--- src/rtl/mem_port_arbiter.sv ---
// mem_port_arbiter: shares one single-ported, synchronous-read 32-bit memory
// between the UART programmer, the data port and the fetch port.
// Ports:
//   clk, Rst (async, active-low)
//   prog_mode/prog_req/prog_addr/prog_din -> prog_ack   programmer write port
//   d_req/d_we/d_be/d_addr/d_din -> d_dout/d_valid      data port
//   i_req/i_addr -> i_dout/i_valid                      fetch port
//   mem_hold                                            core stall (combinational)
//   m_en/m_we/m_addr/m_din <- m_dout                    memory side
module mem_port_arbiter #(
  parameter int unsigned ADDR_W     = 32,
  parameter int unsigned STARVE_MAX = 4
) (
  input  logic              clk,
  input  logic              Rst,
  input  logic              prog_mode,
  input  logic              prog_req,
  input  logic [ADDR_W-1:0] prog_addr,
  input  logic [31:0]       prog_din,
  output logic              prog_ack,
  input  logic              d_req,
  input  logic              d_we,
  input  logic [3:0]        d_be,
  input  logic [ADDR_W-1:0] d_addr,
  input  logic [31:0]       d_din,
  output logic [31:0]       d_dout,
  output logic              d_valid,
  input  logic              i_req,
  input  logic [ADDR_W-1:0] i_addr,
  output logic [31:0]       i_dout,
  output logic              i_valid,
  output logic              mem_hold,
  output logic              m_en,
  output logic [3:0]        m_we,
  output logic [ADDR_W-1:0] m_addr,
  output logic [31:0]       m_din,
  input  logic [31:0]       m_dout
);

  typedef enum logic [1:0] {ST_RUN, ST_DRAIN, ST_PROG} state_e;
  typedef enum logic [1:0] {OWN_NONE, OWN_DATA, OWN_FETCH} owner_e;

  localparam logic [3:0] STARVE_LIM = 4'(STARVE_MAX);

  state_e      state_q, state_d;
  owner_e      rd_owner_q, rd_owner_d;
  logic [3:0]  starve_cnt_q, starve_cnt_d;
  logic        d_valid_q, d_valid_d;
  logic        i_valid_q, i_valid_d;
  logic        prog_ack_q, prog_ack_d;
  logic [31:0] d_hold_q, d_hold_d;
  logic [31:0] i_hold_q, i_hold_d;

  logic        data_grant;
  logic        fetch_grant;
  logic        prog_grant;

  // Grant selection; gated by Rst so the memory port idles while in reset.
  always_comb begin
    data_grant  = 1'b0;
    fetch_grant = 1'b0;
    prog_grant  = 1'b0;
    if (Rst) begin
      case (state_q)
        ST_RUN: begin
          if (i_req && (starve_cnt_q == STARVE_LIM)) fetch_grant = 1'b1;
          else if (d_req)                            data_grant  = 1'b1;
          else if (i_req)                            fetch_grant = 1'b1;
        end
        ST_PROG: prog_grant = prog_req;
        default: ;
      endcase
    end
  end

  // Memory request mux.
  always_comb begin
    m_en   = data_grant | fetch_grant | prog_grant;
    m_we   = 4'h0;
    m_addr = '0;
    m_din  = 32'h0;
    if (data_grant) begin
      m_addr = d_addr;
      if (d_we) begin
        m_we  = d_be;
        m_din = d_din;
      end
    end else if (fetch_grant) begin
      m_addr = i_addr;
    end else if (prog_grant) begin
      m_we   = 4'hF;
      m_addr = prog_addr;
      m_din  = prog_din;
    end
  end

  assign mem_hold = Rst & ((d_req & ~data_grant) | (state_q != ST_RUN));

  // Read data is routed straight from the memory in the response cycle;
  // the port not targeted keeps its last value.
  assign d_dout  = (rd_owner_q == OWN_DATA)  ? m_dout : d_hold_q;
  assign i_dout  = (rd_owner_q == OWN_FETCH) ? m_dout : i_hold_q;
  assign d_valid  = d_valid_q;
  assign i_valid  = i_valid_q;
  assign prog_ack = prog_ack_q;

  // Next-state and bookkeeping.
  always_comb begin
    state_d      = state_q;
    starve_cnt_d = starve_cnt_q;
    rd_owner_d   = OWN_NONE;
    d_valid_d    = data_grant;
    i_valid_d    = fetch_grant;
    prog_ack_d   = prog_grant;
    d_hold_d     = d_dout;
    i_hold_d     = i_dout;

    case (state_q)
      ST_RUN:   if (prog_mode) state_d = ST_DRAIN;
      // No grants are made in DRAIN, so any read issued before it has
      // returned by the end of this cycle.
      ST_DRAIN: state_d = ST_PROG;
      ST_PROG:  if (!prog_mode && !prog_req) state_d = ST_RUN;
      default:  state_d = ST_RUN;
    endcase

    if (!i_req || fetch_grant)          starve_cnt_d = 4'h0;
    else if (starve_cnt_q < STARVE_LIM) starve_cnt_d = starve_cnt_q + 4'h1;

    if (data_grant && !d_we) rd_owner_d = OWN_DATA;
    else if (fetch_grant)    rd_owner_d = OWN_FETCH;
  end

  // State registers.
  always_ff @(posedge clk or negedge Rst) begin
    if (!Rst) begin
      state_q      <= ST_RUN;
      rd_owner_q   <= OWN_NONE;
      starve_cnt_q <= 4'h0;
      d_valid_q    <= 1'b0;
      i_valid_q    <= 1'b0;
      prog_ack_q   <= 1'b0;
      d_hold_q     <= 32'h0;
      i_hold_q     <= 32'h0;
    end else begin
      state_q      <= state_d;
      rd_owner_q   <= rd_owner_d;
      starve_cnt_q <= starve_cnt_d;
      d_valid_q    <= d_valid_d;
      i_valid_q    <= i_valid_d;
      prog_ack_q   <= prog_ack_d;
      d_hold_q     <= d_hold_d;
      i_hold_q     <= i_hold_d;
    end
  end

endmodule

--- config.mk ---
export PLATFORM = sky130hd
export DESIGN_NAME = mem_port_arbiter
export DESIGN_NICKNAME = d
export VERILOG_FILES = /design/src/rtl/mem_port_arbiter.sv
export SDC_FILE = /design/constraint.sdc
export NUM_CORES = 1
export LEC_CHECK = 0
export CAP_MARGIN = 10
export CORE_AREA = 3 3 130 132
export DETAILED_ROUTE_END_ITERATION = 8
export DIE_AREA = 0 0 133 135
export PLACE_DENSITY = 0.64
export SKIP_CTS_REPAIR_TIMING = 1
export SKIP_LAST_GASP = 1
export SLEW_MARGIN = 25
export SYNTH_ARGS = -nofsm -noshare
export SYNTH_HDL_FRONTEND = slang
export SYNTH_SLANG_ARGS = --single-unit
export TNS_END_PERCENT = 1
--- constraint.sdc ---
create_clock -name clk -period 2.65 [get_ports clk]
set_input_delay 0.265 -clock clk [delete_from_list [all_inputs] [get_ports clk]]
set_output_delay 0.265 -clock clk [all_outputs]
set_load 0.01 [all_outputs]
## Word level (Yosys, flattened, before mapping)

Index checks and enable logic that the tools add are counted.

- Bits in registers: 75
- Latch bits: 0
- RAM bits: 0
- Memory bits (read-only): 0
- Bits of input ports: 203
- Output and inout bits: 137
- Memories: 0

- $add $sub $neg: 1
- Multiply operators: 0
- Div/mod/pow operators: 0
- Order comparisons: 1
- Equal/unequal tests: 7
- Shifts and indexed selects: 0
- Multiplexer cells: 31
- Bitwise operators: 6
- Reductions and logical operators: 12

Operator list:

| cell | number |
|---|---|
| $mux W32 | 9 |
| $mux W4 | 6 |
| $mux W1 | 11 |
| $mux W2 | 4 |
| $pmux W2 S3 | 1 |
| $add A4 B1 Y4 const B | 1 |
| $eq A2 B1 Y1 const B | 2 |
| $eq A2 B2 Y1 const B | 2 |
| $eq A4 B3 Y1 const B | 1 |
| $logic_not A1 Y1 | 4 |
| $lt A4 B3 Y1 const B | 1 |
| $ne A2 B2 Y1 const B | 2 |
| $reduce_bool A2 Y1 | 2 |
| $logic_and A1 B1 Y1 | 3 |
| $or A1 B1 Y1 | 3 |
| $and A1 B1 Y1 | 2 |
| $logic_not A2 Y1 | 1 |
| $reduce_and A2 Y1 | 1 |
| $logic_or A1 B1 Y1 | 1 |
| $not A1 Y1 | 1 |

## Depth between registers and ports, before layout

Gate-level depths: netlist of run 1.

- Depth after elaboration: 9
- Gate-level depth with buffers: 7
- Mapped depth without buffers: 5

## Least setup slack after synthesis of run 1

Ideal clock, no wire load.

- Path type: reg2out
- From: register starve_cnt_q[0]
- To: output m_addr[10]
- Arrival time: 1.424 ns
- Data required time: 2.385 ns
- Setup slack: 0.961 ns
- Cell stages (with the launch flop): 8
- Buffers on the path: 2
- Path through: dfrtp_1 inv_1 ha_1 nand4b_4 and2_1 buf_2 buf_6 o221ai_2

- Cells in the longest elaborated chain, start to end: 7

Ends and longest elaborated chain:

| element | RTL line | source |
|---|---|---|
| from (decl) | 47 | `logic [3:0] starve_cnt_q, starve_cnt_d;` |
| from (signal assigned) | 148 | `starve_cnt_q <= starve_cnt_d;` |
| $eq A4 B3 Y1 (*) | 66 | `if (i_req && (starve_cnt_q == STARVE_LIM)) fetch_grant = 1'b1;` |
| $logic_and A1 B1 Y1 (*) | 66 |  |
| $mux W1 | 66 |  |
| $mux W1 | 64 | `case (state_q)` |
| $mux W1 | 63 | `if (Rst) begin` |
| $mux W32 | 88 | `end else if (fetch_grant) begin` |
| $mux W32 (*) | 82 | `if (data_grant) begin` |
| to (decl) | 35 | `output logic [ADDR_W-1:0] m_addr,` |

Every way passes the cells marked *; elsewhere a longest branch is shown, timed or not.

## Worst setup path after layout of run 1

- From: register starve_cnt_q[0]
- To: output m_din[26]

- Cells in the longest elaborated chain, start to end: 7

Ends and longest elaborated chain:

| element | RTL line | source |
|---|---|---|
| $eq A4 B3 Y1 (*) | 66 |  |
| $logic_and A1 B1 Y1 (*) | 66 |  |
| $mux W1 | 66 |  |
| $mux W1 | 64 |  |
| $mux W1 | 63 |  |
| $mux W32 | 88 |  |
| $mux W32 (*) | 82 |  |
| to (decl) | 36 | `output logic [31:0] m_din,` |

Marks and branches as above.

==> results.ini, run 1 <==
[run_status]
status=finished with violations
violations=negative setup slack

[floorplanning]
fp.dieH_um=135
dieArea_um2=18000
rows=46
start_util_pct=26.6
ios=340
core_um2=15800
die_x_um=133

[final_layout]
instances_no_fill=934
drive_above_1_share_pct=18.6
final_cell_mix=337 x clkdlybuf4s50_1, 97 x nand2_1, 75 x dfrtp_1
num-nets-final=915
area_growth_pct=95.7
fin_util_pct=52.0
final_common_cell=clkdlybuf4s50_1

[worst_setup_path]
worstPathRequired_ns=2.38
ff2ff_path_depth=3
crit_type=reg2out
cp_top_family=buffers and inverters
r2r-end=starve_cnt_q[0]
r2r_slack_ns=1.14
reg2reg_from=state_q[0]
cp_num_buf_inv=4
critPathMaxStageDelay_ns=0.55
worstPathCellList=inv_1 -> ha_1 -> nand4b_4 -> buf_4 -> and4_4 -> buf_12 -> a22o_1 -> clkdlybuf4s50_1
cp-end-kind=primary output
cp.arrival_ns=2.43
path_max_fanout=36
crit_path_start_kind=register
crit_slowest_cell=clkdlybuf4s50_1

[logic_synthesis]
synth_nets=578
synth_top_cell_area_share_pct=44.6
synth_cell_type_count=32
netlist_area_um2=4210
avgSynthCellArea_um2=11.3
seq_area_frac_synth_pct=44.6
ys_ff_latch=75
synth_top_area_cell=dfrtp_1
yosysWarnings=0
syn-instance-count=373
yosys-top-cells-area=dfrtp_1 45%, mux2_2 16%, o221ai_2 11%, nand2_1 8.7%, a22o_1 6.7%

[clock_network]
clockRootBuffer=clkbuf_16
cts.sinks=75
cts.clk_slew.worst_paths_ns=0.06
h-tree-depth=3
cts_buffer_depth=2
cts_buffers=9
cts_tree=built
clk-insertion-delay-late_ns=0.32

[run]
maxCapViolCount=0

[timing]
rsz0062_at_grt=yes
drv_slew=0
timing.final.ws_setup_ns=-0.0411
min_period_over_period_pct=102
final_hold_viol_count=0
relSlewSlack_pct=41.6
period_minus_slack_ns=2.69
setup_viol=4
clock_skew_ns=0.00512
hold_slack_ns=0.126
setup_tns_ns=-0.0895
tightest_slew_ns=0.873
clock.fmax_mhz=372

[global_route]
overflow=0
grt_pass1_vias=4537
grt_pass1_wl_um=27700
grt_max_degree=71
grtUsageTotal_pct=20.1
antenna_found_initial=3

[routing]
first_pass_iters=5
vias_per_cell=4.64
postRouteAntennaNets=0
vias=4335
wl_per_cell_um=20.4
wirelength_um=19100
drt_iter0_drc=129
drc=0

[place]
io_buffers=339
dp_hpwl_um=15500
dpl.cell_count=912
gp_congestion=0.934

[hold_path]
worstHoldPathType=in2async

[power]
p_leak_uw=0.00321
vdd_ir_drop_max_mv=0.344
p_per_area_nw_per_um2=809

layout make-up:
| type | count | area [um^2] |
|---|---|---|
| diodes | 3 | 7.51 |
| clock buffers | 12 | 256 |
| clock inverters | 4 | 72.6 |
| fillers | 1440 | 7590 |
| inverters | 4 | 15.0 |
| multi-input cells | 260 | 2120 |
| flip-flops and latches | 75 | 1880 |
| well taps | 216 | 270 |
| repair buffers | 360 | 3620 |
Yosys cell counts:
cell type and n:
nand2_1 97, dfrtp_1 75, mux2_2 60, a22o_1 32, o221ai_2 30, buf_2 21
buf_6 7, clkbuf_1 5, a21o_1 4, a21oi_1 4, inv_1 4, mux2_1 4
nor2_1 4, nor3b_1 4, ha_1 2, mux2i_1 2, nand2b_1 2, o221ai_1 2
and2_1 1, and4_4 1, and4b_1 1, buf_4 1, nand2_2 1, nand4b_4 1
nor2b_1 1, nor3_1 1, nor3b_2 1, o21ai_0 1, o21bai_1 1, o31a_1 1
or3b_1 1, xnor2_1 1
worst max-delay path by stage:
stage / startpoint / end / depth (start not counted)
after global routing: starve_cnt_q[0] / m_din[22] / 8
final: starve_cnt_q[0] / m_din[26] / 8
after detailed placement: i_req / m_we[0] / 7
after global placement: i_req / m_we[0] / 7
after CTS: state_q[0] / m_addr[17] / 5
after floorplan: starve_cnt_q[0] / m_addr[10] / 7
sequential cells by signal, indices dropped and copies added (netlist names):
signal / flops
i_hold_q: 32
d_hold_q: 32
d_valid: 1
starve_cnt_q: 4
i_valid: 1
state_q: 2
prog_ack: 1
rd_owner_q: 2
report_power, final:
group          leakage (uW)  internal, uW  switching [uW]
Combinational       0.00214          2070            1470
Clock              0.000159           874             449
Sequential         0.000905          1660             148
layer usage:
| metal | routed length (um) | track usage [%] | vias up |
|---|---|---|---|
| met1 | 7620 | 24.9 | 2088 |
| met3 | 1490 | 5.74 | 17 |
| li1 | - | - | 2024 |
| met4 | 272 | 5.60 | 0 |
| met5 | 0 | 0 | - |
| met2 | 9680 | 34.3 | 206 |
logic make-up (layout without fill, tap and decap cells):
logic type      count (synthesis)  count (layout)  share of synthesized area, %
mux                            66              66                          17.6
buf+inv                        38             380                          5.35
fa+ha+maj                       2               2                         0.595
xor+xnor                        1               1                         0.208
simple gates                  116             116                          12.2
compound gates                 75              75                          19.5
flops                          75              75                          44.6
other cells                     0               3                             0
stage by stage:
stage,area [um^2],power (uW),setup slack [ns]
2_1_floorplan,4210,3330,0.961
3_3_place_gp,7870,5300,0.159
3_5_place_dp,7870,5380,0.161
4_1_cts,8200,6750,-0.176
5_1_grt,8240,7040,-0.151
6_report,8240,6670,-0.0411
No activity file was read; power rests on OpenSTA's default activity.
==> inputs of run 2 (changes only) <==
- CORE_AREA: 3 3 130 132 -> 2 2 133 135
- DIE_AREA: 0 0 133 135 -> 0 0 135 137
- PLACE_DENSITY: 0.64 -> 0.61
- TNS_END_PERCENT: 1 -> default
==> results.ini, run 2 (synthesis results as in run 1) <==
[clock_network]
cts.sinks=75
cts.clk_slew.worst_paths_ns=0.06
cts_buffer_depth=2
cts_tree=built
cts_buffers=9
h-tree-depth=3
clk-insertion-delay-late_ns=0.32
clockRootBuffer=clkbuf_16

[timing]
clock.fmax_mhz=393
drv_slew=0
setup_viol=0
rsz0062_at_grt=yes
min_period_over_period_pct=96.0
timing.final.ws_setup_ns=0.105
clock_skew_ns=0.00469
tightest_slew_ns=0.759
relSlewSlack_pct=49.4
final_hold_viol_count=0
setup_tns_ns=0
period_minus_slack_ns=2.54

[routing]
first_pass_iters=4
drt_iter0_drc=131
wirelength_um=17400
vias_per_cell=4.63
postRouteAntennaNets=0
drc=0
wl_per_cell_um=18.7
vias=4323

[power]
p_per_area_nw_per_um2=791
power_switching_share_pct=30.7
vdd_ir_drop_max_mv=0.414
combPwrFrac_pct=52.7
seqPwrFrac_pct=27.4
intPower_uw=4580
power_switching_uw=2020
clkPwrFrac_pct=19.9
p_leak_uw=0.00388

[place]
place_ws_ns=0.0960
gp_congestion=0.811
dp_hpwl_um=13600
io_buffers=339

[worst_setup_path]
crit_slowest_cell=clkdlybuf4s50_1
crit_type=reg2out
ff2ff_path_depth=3
critPathMaxStageDelay_ns=0.53
crit_path_start_kind=register
worstPathRequired_ns=2.38
path_depth=5
cp_num_buf_inv=2
worstPathCellList=nor3b_4 -> and4_4 -> clkbuf_16 -> a22o_1 -> clkdlybuf4s50_1
cp.arrival_ns=2.28
reg2reg_from=state_q[0]
path_max_fanout=18
r2r_slack_ns=1.13
cp_top_family=buffers and inverters
setup.worst_path.start=state_q[1]
cp-end-kind=primary output

[global_route]
grtUsageTotal_pct=17.7
overflow=0
grt_pass1_wl_um=25300
grt_pass1_vias=4513
grt_max_degree=71
antenna_found_initial=0

[floorplanning]
die_x_um=135
fp.dieH_um=137
start_util_pct=24.7
core_um2=17100
dieArea_um2=18500
rows=48
ios=340

[final_layout]
drive_above_1_share_pct=18.3
reg_top3=d_hold_q x32, i_hold_q x32, starve_cnt_q x4
multiInputGateArea_um2=2120
final_cell_mix=296 x clkdlybuf4s50_1, 97 x nand2_1, 74 x dfrtp_1
final_common_cell=clkdlybuf4s50_1
seqCellArea_um2=1880
n_fill_cell=1535
num-nets-final=910
area_growth_pct=98.3
n_antenna_cell=0

[hold_path]
worstHoldPathType=in2async

[run]
maxCapViolCount=0

[run_status]
status=completed

==> run 2: cell types whose count changed in the layout (fill, tap and decap cells not counted), sizes merged <==
cell and delta:
dlymetal6s2s +41, diode -3, clkdlybuf4s50 -41, buf -6
clkinvlp -1, clkinv +1
==> run 2: power by group through the flow <==
| stage | registers, uW | clock network (uW) | logic (uW) |
|---|---|---|---|
| CTS | 1810 | 1360 | 3520 |
| floorplan | 1780 | 0 | 1550 |
| global route | 1860 | 1410 | 3720 |
| global placement | 1810 | 0 | 3460 |
| finish | 1810 | 1310 | 3480 |
| detailed placement | 1830 | 0 | 3500 |
==> run 2: path summary, 6_finish.rpt <==
check                                  end
setup reg to reg           starve_cnt_q[0]
min in group clk             rd_owner_q[1]
hold reg to reg                d_hold_q[5]
setup / recovery                  m_din[0]
max in group asynchronous       state_q[1]
hold / removal                     i_valid
==> run 2: worst register-to-register path, stage by stage (launching register included) <==
cell	delay, ns
dfrtp_1	0.46
or3b_1	0.48
a21oi_1	0.34
nor3b_1	0.11
==> run 2: routing by layer <==
metal / wire length (um) / GRT usage (%) / vias to the layer above / part of all wire [%]
li1: - / - / 2012 / -
met3: 1160 / 4.30 / 38 / 6.7
met5: 0 / 0 / - / 0
met4: 549 / 6.77 / 0 / 3.1
met1: 6450 / 20.6 / 2075 / 37
met2: 9280 / 31.7 / 198 / 53
==> run 2: final cells by class <==
type | count | area share, %
Clock inverter | 4 | 0.885
Sequential cell | 75 | 22.5
Tap cell | 225 | 3.37
Clock buffer | 11 | 3.03
Timing Repair Buffer | 355 | 44.6
Multi-Input combinational cell | 260 | 25.5
Inverter | 4 | 0.180
==> run 2: through the flow <==
stage / std cells / hold WS [ns] / cell area [um^2] / power [uW] / utilization, %
after floorplan: 373 / -0.0306 / 4210 / 3330 / -
after CTS: 930 / -0.221 / 8180 / 6690 / 48.0
after detailed placement: 915 / 0.135 / 7850 / 5340 / 46.0
after global placement: 915 / 0.130 / 7850 / 5270 / 46.0
after global routing: 934 / 0.243 / 8340 / 7000 / 48.9
final: 934 / 0.157 / 8340 / 6600 / 48.9
